File: src/rtl/c_wb_pkg.sv
// Shared types and width helpers for the c_write_buffer write-back buffer.
package c_wb_pkg;

  typedef enum logic [1:0] {
    S_IDLE,
    S_WRITE,
    S_READ,
    S_FWD
  } wb_state_e;

  function automatic int unsigned ba_width(input int unsigned address_size,
                                           input int unsigned block_size);
    return address_size - block_size - 2;
  endfunction

  function automatic int unsigned block_width(input int unsigned block_size,
                                              input int unsigned line_size);
    return (1 << block_size) * line_size;
  endfunction

endpackage

File: src/rtl/c_wb_match.sv
// DEPTH-way address compare against valid buffer entries; reports the youngest
// match, where age is measured from the head (oldest) pointer.
module c_wb_match
  import c_wb_pkg::*;
#(
  parameter  int BA    = 28,
  parameter  int DEPTH = 4,
  localparam int PW    = $clog2(DEPTH)
) (
  input  logic [DEPTH-1:0]         valid_i,
  input  logic [DEPTH-1:0][BA-1:0] addr_i,
  input  logic [PW-1:0]            head_i,
  input  logic [BA-1:0]            key_i,
  output logic                     hit_o,
  output logic [PW-1:0]            idx_o
);

  logic [PW-1:0] slot;

  // NOTE: every output gets a default before the loop so no latch is inferred.
  always_comb begin
    hit_o = 1'b0;
    idx_o = head_i;
    slot  = head_i;
    // Walk oldest to youngest so the last hit wins.
    for (int j = 0; j < DEPTH; j++) begin
      slot = head_i + PW'(j);
      if (valid_i[slot] && (addr_i[slot] == key_i)) begin
        hit_o = 1'b1;
        idx_o = slot;
      end
    end
  end

endmodule

File: src/rtl/c_write_buffer.sv
// Write-back buffer: queues evicted blocks in a FIFO and drains them to memory,
// giving read misses priority. Optional in-place coalescing via WB_COALESCE_EN.
module c_write_buffer
  import c_wb_pkg::*;
#(
  parameter  int BLOCK_SIZE   = 2,
  parameter  int LINE_SIZE    = 32,
  parameter  int ADDRESS_SIZE = 32,
  parameter  int DEPTH        = 4,
  localparam int BA           = ba_width(ADDRESS_SIZE, BLOCK_SIZE),
  localparam int BW           = block_width(BLOCK_SIZE, LINE_SIZE)
) (
  input  logic          clk_i,
  input  logic          reset_ni,
  input  logic          wb_wr_i,
  input  logic [BA-1:0] wb_wr_addr_i,
  input  logic [BW-1:0] wb_wr_data_i,
  output logic          wb_busywait_o,
  input  logic          wb_rd_i,
  input  logic [BA-1:0] wb_rd_addr_i,
  output logic [BW-1:0] wb_rd_data_o,
  output logic          wb_rd_done_o,
  output logic          m_read_o,
  output logic          m_wr_o,
  output logic [BA-1:0] m_address_o,
  output logic [BW-1:0] m_write_data_o,
  input  logic          m_busywait_i,
  input  logic [BW-1:0] m_read_data_i,
  input  logic          m_write_done_i,
  input  logic          m_read_done_i
);

  localparam int            PW   = $clog2(DEPTH);
  localparam logic [PW:0]   FULL = (PW+1)'(DEPTH);

  wb_state_e                state_q, state_d;
  logic [PW-1:0]            head_q, head_d, tail_q, tail_d;
  logic [PW:0]              count_q, count_d;
  logic [DEPTH-1:0]         valid_q, valid_d;
  logic [DEPTH-1:0][BA-1:0] addr_q, addr_d;
  logic [BW-1:0]            data_q [DEPTH];
  logic [BW-1:0]            data_d [DEPTH];
  logic [BA-1:0]            rd_addr_q, rd_addr_d;
  logic [BW-1:0]            rd_data_q, rd_data_d;

  logic          full, push, pop, coalesce, rd_hit;
  logic [PW-1:0] rd_idx, wr_idx;
  wire           unused_busywait = m_busywait_i;

  assign full = (count_q == FULL);
  assign pop  = (state_q == S_WRITE) && m_write_done_i;

  c_wb_match #(.BA(BA), .DEPTH(DEPTH)) u_rd_match (
    .valid_i (valid_q),
    .addr_i  (addr_q),
    .head_i  (head_q),
    .key_i   (wb_rd_addr_i),
    .hit_o   (rd_hit),
    .idx_o   (rd_idx)
  );

`ifdef WB_COALESCE_EN
  logic wr_hit;

  c_wb_match #(.BA(BA), .DEPTH(DEPTH)) u_wr_match (
    .valid_i (valid_q),
    .addr_i  (addr_q),
    .head_i  (head_q),
    .key_i   (wb_wr_addr_i),
    .hit_o   (wr_hit),
    .idx_o   (wr_idx)
  );

  // The head being drained must keep its data stable on the memory bus.
  assign coalesce = wb_wr_i && wr_hit && !((state_q == S_WRITE) && (wr_idx == head_q));
`else
  assign coalesce = 1'b0;
  assign wr_idx   = tail_q;
`endif

  assign push = wb_wr_i && !coalesce && !full;

  always_comb begin
    valid_d = valid_q;
    addr_d  = addr_q;
    data_d  = data_q;
    head_d  = head_q;
    tail_d  = tail_q;
    if (coalesce) data_d[wr_idx] = wb_wr_data_i;
    if (push) begin
      valid_d[tail_q] = 1'b1;
      addr_d[tail_q]  = wb_wr_addr_i;
      data_d[tail_q]  = wb_wr_data_i;
      tail_d          = tail_q + PW'(1);
    end
    if (pop) begin
      valid_d[head_q] = 1'b0;
      head_d          = head_q + PW'(1);
    end
    count_d = count_q + (PW+1)'(push) - (PW+1)'(pop);
  end

  always_comb begin
    state_d   = state_q;
    rd_addr_d = rd_addr_q;
    rd_data_d = rd_data_q;
    case (state_q)
      S_IDLE: begin
        if (wb_rd_i) begin
          if (rd_hit) begin
            state_d   = S_FWD;
            rd_data_d = data_q[rd_idx];
          end else begin
            state_d   = S_READ;
            rd_addr_d = wb_rd_addr_i;
          end
        end else if (count_q != '0) begin
          state_d = S_WRITE;
        end
      end
      S_WRITE: if (m_write_done_i) state_d = S_IDLE;
      S_READ: begin
        if (m_read_done_i) begin
          rd_data_d = m_read_data_i;
          state_d   = S_FWD;
        end
      end
      S_FWD:   state_d = S_IDLE;
      default: state_d = S_IDLE;
    endcase
  end

  always_ff @(posedge clk_i or negedge reset_ni) begin
    if (!reset_ni) begin
      state_q   <= S_IDLE;
      head_q    <= '0;
      tail_q    <= '0;
      count_q   <= '0;
      valid_q   <= '0;
      rd_addr_q <= '0;
      rd_data_q <= '0;
    end else begin
      state_q   <= state_d;
      head_q    <= head_d;
      tail_q    <= tail_d;
      count_q   <= count_d;
      valid_q   <= valid_d;
      rd_addr_q <= rd_addr_d;
      rd_data_q <= rd_data_d;
    end
  end

  // NOTE: entry storage has no reset; the valid bits alone decide what is live.
  always_ff @(posedge clk_i) begin
    addr_q <= addr_d;
    data_q <= data_d;
  end

  assign wb_busywait_o  = full;
  assign wb_rd_done_o   = (state_q == S_FWD);
  assign wb_rd_data_o   = wb_rd_done_o ? rd_data_q : '0;
  assign m_read_o       = (state_q == S_READ);
  assign m_wr_o         = (state_q == S_WRITE);
  assign m_address_o    = m_read_o ? rd_addr_q : (m_wr_o ? addr_q[head_q] : '0);
  assign m_write_data_o = m_wr_o ? data_q[head_q] : '0;

endmodule
File: config.mk
export PLATFORM = sky130hd
export DESIGN_NAME = c_write_buffer
export DESIGN_NICKNAME = d
export VERILOG_FILES = /design/src/rtl/c_wb_pkg.sv /design/src/rtl/c_wb_match.sv /design/src/rtl/c_write_buffer.sv
export SDC_FILE = /design/constraint.sdc
export NUM_CORES = 1
export LEC_CHECK = 0
export BUFFER_PORTS_ARGS = -buffer_cell sky130_fd_sc_hd__buf_2
export CORE_MARGIN = 10
export CORE_UTILIZATION = 50
export DETAILED_ROUTE_END_ITERATION = 7
export PLACE_DENSITY = 0.74
export SYNTH_ARGS = -nofsm -noshare
export SYNTH_HDL_FRONTEND = slang
export SYNTH_SLANG_ARGS = --single-unit
File: constraint.sdc
create_clock -name clk_i -period 5.3 [get_ports clk_i]
set_input_delay 0.265 -clock clk_i [delete_from_list [all_inputs] [get_ports clk_i]]
set_output_delay 0.265 -clock clk_i [all_outputs]
set_load 0.05 [all_outputs]
==> results of run 1 <==
==> cell usage in the layout (no fill, tap or decap), types with 27 or more instances in the layout <==
cell type / count
sky130_fd_sc_hd__a221o_1: 128
sky130_fd_sc_hd__a22o_1: 31
sky130_fd_sc_hd__and2_1: 137
sky130_fd_sc_hd__and3_1: 129
sky130_fd_sc_hd__buf_12: 40
sky130_fd_sc_hd__buf_2: 604
sky130_fd_sc_hd__buf_4: 82
sky130_fd_sc_hd__clkbuf_16: 85
sky130_fd_sc_hd__dfrtp_1: 165
sky130_fd_sc_hd__dlygate4sd3_1: 280
sky130_fd_sc_hd__edfxtp_1: 624
sky130_fd_sc_hd__mux2_2: 44
sky130_fd_sc_hd__mux2i_1: 447
sky130_fd_sc_hd__mux4_2: 214
sky130_fd_sc_hd__nand2_1: 152
sky130_fd_sc_hd__nand4_1: 27
sky130_fd_sc_hd__nor2_1: 140
sky130_fd_sc_hd__xnor2_1: 76
==> synthesized netlist by cell type (all sizes together) (6+ instances only) <==
library cell    n  area [um^2]
edfxtp        624        18700
mux2i         447         4470
mux4          214         4820
dfrtp         169         4230
nand2         152          571
nor2          142          533
and2          141          882
and3          129          807
a221o         128         1280
clkbuf        125          469
buf           119          791
xnor2          77          674
mux2           44          495
a22o           31          272
nand4          27          169
inv            21         78.8
xor2           16          140
nor4           13         81.3
a21oi          12         60.1
a2bb2oi        11         96.3
nand3          11         55.1
o21ai          11         58.8
ha             10          125
a22oi           8         60.1
nand2b          6         37.5
nor2b           6         37.5
o22ai           6         37.5
==> what timing repair did <==
action	4_1_cts	5_1_grt
buffers inserted	0	0
resized for setup	0	1
hold buffers	280	0
endpoints found under the hold margin	820	0
endpoints found under the setup margin	0	1
==> per-layer routing <==
layer | part of all wire [%] | GRT usage [%] | vias to the layer above | routed length [um]
met5 | 0.054 | 0 | - | 71
met4 | 4.3 | 11.3 | 12 | 5650
met3 | 8.1 | 5.61 | 349 | 10700
met2 | 50 | 46.1 | 1692 | 65600
met1 | 38 | 34.0 | 15200 | 49900
li1 | - | - | 12600 | -
==> through the flow <==
| step | cells | setup WS [ps] | power [mW] |
|---|---|---|---|
| after floorplan | 2763 | 181 | 21.4 |
| after global placement | 4306 | 324 | 26.1 |
| after detailed placement | 4306 | 307 | 26.4 |
| after CTS | 4741 | 258 | 32.5 |
| after global routing | 4759 | 15.7 | 33.8 |
| final | 4764 | 245 | 32.5 |
==> how the worst min path moves through the flow <==
stage / startpoint / endpoint / slack [ps] / cells after the start
2_1_floorplan: reset_ni / count_q[0] / -30 / 0
3_3_place_gp: reset_ni / rd_addr_q[22] / 330 / 1
3_5_place_dp: reset_ni / rd_addr_q[16] / 350 / 1
4_1_cts: m_read_data_i[52] / rd_data_q[52] / 0.5 / 4
5_1_grt: m_read_data_i[69] / rd_data_q[69] / 20 / 4
6_report: m_read_data_i[69] / rd_data_q[69] / 20 / 4
==> layout make-up <==
cell class / instances / area (um^2) / area share, %
antenna: 23 / 57.6 / 0.113
clock buffer: 117 / 2350 / 4.62
clock inverter: 38 / 409 / 0.805
inverter: 21 / 78.8 / 0.155
multi-input combinational: 1705 / 16400 / 32.2
sequential: 793 / 23000 / 45.2
tap: 1060 / 1330 / 2.61
timing repair buffer: 1007 / 7260 / 14.3
==> flip-flops by register name, indices dropped and copies added (netlist names) <==
name / flops
count_q: 3
rd_addr_q: 28
data_q: 512
state_q: 2
rd_data_q: 128
valid_q: 4
addr_q: 112
tail_q: 2
head_q: 2
==> cells by family (layout without fill, tap and decap cells) <==
| logic type | count (synthesis) | in the layout | share of synthesized area, % |
|---|---|---|---|
| buffers and inverters | 265 | 1183 | 3.30 |
| muxes | 705 | 705 | 24.1 |
| other | 0 | 23 | 0 |
| DFF | 793 | 793 | 56.5 |
| and+or+nand+nor | 646 | 646 | 8.16 |
| adders and majority gates | 11 | 11 | 0.357 |
| xor gates and xnor gates | 93 | 93 | 2.01 |
| AOI/OAI and AO/OA | 250 | 250 | 5.52 |
==> critical path, cell delays in order, from the launching register on <==
cell                       delay [ps]
sky130_fd_sc_hd__dfrtp_4          420
sky130_fd_sc_hd__inv_1            120
sky130_fd_sc_hd__ha_4             460
sky130_fd_sc_hd__buf_12           210
sky130_fd_sc_hd__buf_4            240
sky130_fd_sc_hd__mux4_2           350
sky130_fd_sc_hd__xnor2_1          430
sky130_fd_sc_hd__o211ai_1         170
sky130_fd_sc_hd__nor4_1           330
sky130_fd_sc_hd__nand4_1          190
sky130_fd_sc_hd__o32ai_1          300
sky130_fd_sc_hd__nand3b_1         330
sky130_fd_sc_hd__buf_4            290
sky130_fd_sc_hd__buf_4            300
sky130_fd_sc_hd__mux2i_1          230
sky130_fd_sc_hd__mux2i_1          170
sky130_fd_sc_hd__a221o_1          360
==> where the power goes <==
group	internal, mW	total, mW	switching, mW	leakage (nW)
Clock	3.38	5.89	2.51	1.34
Sequential	8.42	9.41	0.992	7.80
Combinational	6.51	17.2	10.7	11.2
Total	18.3	32.5	14.2	20.4
==> impl_results.md, run 1 <==
* Clock-pin transition on the worst setup and hold timing paths at 60 ps
* Share of the core filled with cells in the final layout at 63.1%
* # H-tree levels at 3
* Count of fill cells added during filler insertion at 5,809
* Highest clock frequency the design can meet at 0.198 GHz
* Clock Sinks at 793
* Inserted Clock Buffers at 83
* Setup slack of the worst register-to-register path at 240 ps
* EDFF count, synth at 624
* Final Setup Violations at 0
* Mapped Area at 40,600 um^2
* Overflow left after global routing at 0
* Antenna-violating nets left at 0
* Worst setup path endpoint: rd_data_q[1]
* Drt first pass iters at 6
* Kind of launch point of the worst setup path: register
* Worst-case clock skew at 41.9 ps
* Fraction of the cycle the final worst path needs at 95.4%
* Floorplan core area at 80,500 um^2
* Required time of the critical path at 5810 ps
* Largest net degree at the start of global routing at 158
* Slew Limit Fails at 0
* Post-detailed-route DRC marker count at 0
* PD cells at 640 nW/um^2
* Rows at 104
* Critical path launch point: head_q[1]
* First-pass GRT wire length at 197,000 um
* Initial antenna violation count at 27
* TritonCTS clock tree: yes
* Critical setup path kind: register to register
* Starting density of the core at 50.4%
* Number of failing hold endpoints at the final stage at 0
* Static Leakage at 20.4 nW
* Area delta synth->final at 25.2%
* Vias after detailed routing at 29.8k
* WHS at 20.4 ps
* Ys flop type: sky130_fd_sc_hd__edfxtp_1
* Post-Syn Nets at 3,093
* Reported max-cap violation count at 0
* Total wire length after detailed routing at 132,000 um
* Nature of the critical path endpoint: register
* Peak supply drop at 0.467 mV
* Number of buffers between clock root and the deepest sink at 3
* Synth unique cells at 61
* Later-pin clock latency in the skew report at 650 ps
* Arrival time of the worst setup path at 5560 ps
* Top-Level Pins at 607
* Vertical die dimension at 305 um
* Buffer cell driving the clock tree root: sky130_fd_sc_hd__clkbuf_16
* Port Buffers at 605
* Instance area after placement at 45,200 um^2
* Critical Path Fanout Max at 15
* Endpoint of the lowest-slack register-to-register path: rd_data_q[1]
* Mean area per synthesized cell at 14.7 um^2
* Routability congestion estimate from global placement at 0.929
* Post-DP HPWL at 88,800 um
* Non-Filler Cell Area, Final at 50,800 um^2
* Die span in x at 305 um
* Launching point of the worst reg2reg path: head_q[1]
* Sequential fraction of the synthesis area at 56.5%
* Unrepaired setup endpoints after global routing: no
* Cells after Synth at 2,763
* Initial DRC Count at 2,880
* Accumulated negative setup slack at 0 ps
* Routed length per placed instance at 27.7 um
* Vias in the first global route at 31.2k
* Final net count at 3,941
* Max-Slew Margin vs Limit at 27.7%
* Yosys synthesis warning count at 0
* Shortest period the worst path allows at 5060 ps
* Die Outline Area at 93,000 um^2
* Number of synthesized register bits at 793
* Worst Tran Pin Value at 1090 ps
* Post-synthesis async set-or-reset flop share at 21.3%
* Worst Reg-to-Reg Cells at 16
* Run status: complete, no violations
* Tightest Hold Check Type: input pin to register
* Ratio of routed vias to standard cells at 6.26
* Overall global routing resource usage at 27.4%
* Layout cells sized above 1 at 30.8%
No activity file was read; power rests on OpenSTA's default activity.
==> run 2: changes to the inputs <==
--- a/config.mk
+++ b/config.mk
@@ -9,7 +9,7 @@
 export CORE_MARGIN = 10
 export CORE_UTILIZATION = 50
 export DETAILED_ROUTE_END_ITERATION = 7
-export PLACE_DENSITY = 0.74
+export PLACE_DENSITY = 0.71
 export SYNTH_ARGS = -nofsm -noshare
 export SYNTH_HDL_FRONTEND = slang
 export SYNTH_SLANG_ARGS = --single-unit
==> constraint.sdc (replaced) <==
create_clock -name clk_i -period 5 [get_ports clk_i]
set_input_delay 0.25 -clock clk_i [delete_from_list [all_inputs] [get_ports clk_i]]
set_output_delay 0.25 -clock clk_i [all_outputs]
set_load 0.05 [all_outputs]
==> impl_results.md, run 2 (synthesis gave the netlist of run 1 again) <==
* Run status: complete, no violations
* Max reg flops at 512 (unchanged)
* Inserted Clock Buffers at 87 (+4.8%)
* # H-tree levels at 3 (unchanged)
* Switch share at 43.0% (-0.70 points)
* Buffer cell driving the clock tree root: sky130_fd_sc_hd__clkbuf_16
* Accumulated negative setup slack at 0 ps (unchanged)
* Peak supply drop at 0.596 mV (+28%)
* Reg with most FFs: data_q
* Vertical die dimension at 305 um (unchanged)
* Floorplan core area at 80,500 um^2 (unchanged)
* Die span in x at 305 um (unchanged)
* Static Leakage at 20.4 nW (+0.28%)
* Fraction of the cycle the final worst path needs at 94.9% (-0.46 points)
* Worst-case clock skew at 49.6 ps (+7.64 ps)
* Slew Limit Fails at 0 (unchanged)
* Routability congestion estimate from global placement at 0.927 (-0.25%)
* TritonCTS clock tree: yes
* Total wire length after detailed routing at 130,000 um (-1.5%)
* Postcts setup bufs at 0 (unchanged)
* Nature of the critical path endpoint: register
* Starting density of the core at 50.4% (unchanged)
* Port Buffers at 605 (unchanged)
* Kind of launch point of the worst setup path: register
* Net switching power of the design at 14.9 mW (+4.9%)
* Portion of total power attributed to the clock network at 19.4% (+1.3 points)
* Post-DP HPWL at 85,800 um (-3.4%)
* Arrival time of the worst setup path at 5260 ps (-300 ps)
* Ratio of routed vias to standard cells at 6.19 (-1.1%)
* Number of buffers between clock root and the deepest sink at 3 (unchanged)
* Leading cell types in the layout, fill and taps excluded: 624 x sky130_fd_sc_hd__edfxtp_1, 604 x sky130_fd_sc_hd__buf_2, 447 x sky130_fd_sc_hd__mux2i_1
* Setup slack of the worst register-to-register path at 250 ps (about the same)
* Overflow left after global routing at 0 (unchanged)
* Required time of the critical path at 5520 ps (-290 ps)
* Final Setup Violations at 0 (unchanged)
* Clock Sinks at 793 (unchanged)
* Final critical-path setup slack at 254 ps (+9.18 ps)
* Reported max-cap violation count at 0 (unchanged)
* Rows at 104 (unchanged)
* Post-detailed-route DRC marker count at 0 (unchanged)
* Worst Tran Pin Value at 1060 ps (-25.7 ps)
* Later-pin clock latency in the skew report at 660 ps (about the same)
* Critical Path Fanout Max at 32 (+17)
* Met2 track demand over resource in global routing at 45.2% (-0.93 points)
* Critical setup path kind: register to register
* Layout cells sized above 1 at 30.5% (-0.32 points)
* Met1 routing resource usage after global routing at 33.9% (-0.12 points)
* Die Outline Area at 93,000 um^2 (unchanged)
* Pre-CTS setup slack at 203 ps (-104 ps)
* Vias in the first global route at 30.9k (-1.1%)
* Leading cell type in the layout, fill and taps excluded: sky130_fd_sc_hd__edfxtp_1
* PD cells at 679 nW/um^2 (+6.1%)
* Share of the core filled with cells in the final layout at 63.4% (+0.31 points)
* Largest net degree at the start of global routing at 158 (unchanged)
* Initial antenna violation count at 23 (-15%)
* First-pass GRT wire length at 195,000 um (-1.2%)
* Unrepaired setup endpoints after global routing: no
* Met3 demand-to-capacity share in global routing at 5.77% (+0.16 points)
* Vias after detailed routing at 29.4k (-1.3%)
* Drt first pass iters at 5 (-1)
* Logic pwr share at 51.9% (-1.1 points)
* Final net count at 3,930 (-0.28%)
* Initial DRC Count at 2,962 (+2.8%)
* Area delta synth->final at 25.8%
* GR peak layer: met2
* Max-Slew Margin vs Limit at 29.4% (+1.7 points)
* Clock-pin transition on the worst setup and hold timing paths at 60 ps (about the same)
* Highest clock frequency the design can meet at 0.211 GHz (+6.5%)
* Overall global routing resource usage at 27.1% (-0.28 points)
* Antenna-violating nets left at 0 (unchanged)
* Top-Level Pins at 607 (unchanged)
* Routed length per placed instance at 27.3 um (-1.4%)
* Shortest period the worst path allows at 4750 ps (-309 ps)
* Registers with the most flip-flops: data_q: 512 flops, rd_data_q: 128 flops, addr_q: 112 flops
* Tightest Hold Check Type: input pin to register
* Sequential share of power at 28.7% (-0.2 points)
* Cell-internal power at 19.8 mW (+7.9%)
* Number of failing hold endpoints at the final stage at 0 (unchanged)
run 2: area by class of cell:
class / count / area (um^2)
clock buffers: 125 / 2510
repair buffers: 992 / 7210
fillers: 5743 / 29500
multi-input cells: 1705 / 16400
well taps: 1060 / 1330
clock inverters: 38 / 532
inverters: 21 / 78.8
diodes: 23 / 57.6
flip-flops and latches: 793 / 23000
run 2: timing repair:
action	4_1_cts	5_1_grt
resized for setup	0	1
hold endpoints to repair	830	0
setup endpoints to repair	0	37
hold buffers	293	0
run 2: worst max-delay path, cell delays in order, from the launching register on:
cell	delay, ps
sky130_fd_sc_hd__dfrtp_4	420
sky130_fd_sc_hd__inv_1	120
sky130_fd_sc_hd__ha_4	370
sky130_fd_sc_hd__buf_12	200
sky130_fd_sc_hd__buf_4	250
sky130_fd_sc_hd__mux4_2	350
sky130_fd_sc_hd__xnor2_1	400
sky130_fd_sc_hd__nand4_1	210
sky130_fd_sc_hd__nor4_1	240
sky130_fd_sc_hd__nand4_1	180
sky130_fd_sc_hd__o32ai_1	280
sky130_fd_sc_hd__nand3b_1	320
sky130_fd_sc_hd__buf_12	250
sky130_fd_sc_hd__buf_12	270
sky130_fd_sc_hd__mux2i_1	230
sky130_fd_sc_hd__mux2i_1	140
sky130_fd_sc_hd__a221o_1	350
run 2: final timing paths:
check / to / cells after the start / startpoint
min in group asynchronous: rd_addr_q[22] / 2 / reset_ni
min reg2reg: rd_data_q[36] / 1 / rd_data_q[36]
max in group asynchronous: head_q[1] / 3 / reset_ni
min: rd_addr_q[1] / 2 / wb_rd_addr_i[1]
max reg2reg: rd_data_q[111] / 16 / head_q[1]
max: rd_data_q[111] / 16 / head_q[1]
run 2: power groups by stage:
stage	Combinational (mW)	Sequential [mW]	Clock, mW
5_1_grt	18.9	10.1	7.10
3_3_place_gp	17.6	9.87	0
6_report	18.0	9.96	6.73
3_5_place_dp	17.8	10.0	0
2_1_floorplan	13.0	9.61	0
4_1_cts	18.1	9.90	6.82
run 2: routing by layer:
layer,wire length (um),vias up
li1,-,12500
met2,64600,1564
met1,48500,15000
met4,5780,8
met3,11000,333
met5,41,-
run 2: metrics by stage:
step                      power (mW)  std cells  hold slack [ps]  cell area (um^2)
final                           34.7       4757             28.4             51100
after global routing            36.1       4751             8.54             51100
after CTS                       34.8       4734            0.384             51000
after detailed placement        27.8       4278              323             45000
after global placement          27.5       4278              317             45000
after floorplan                 22.6       2763            -45.6             40600
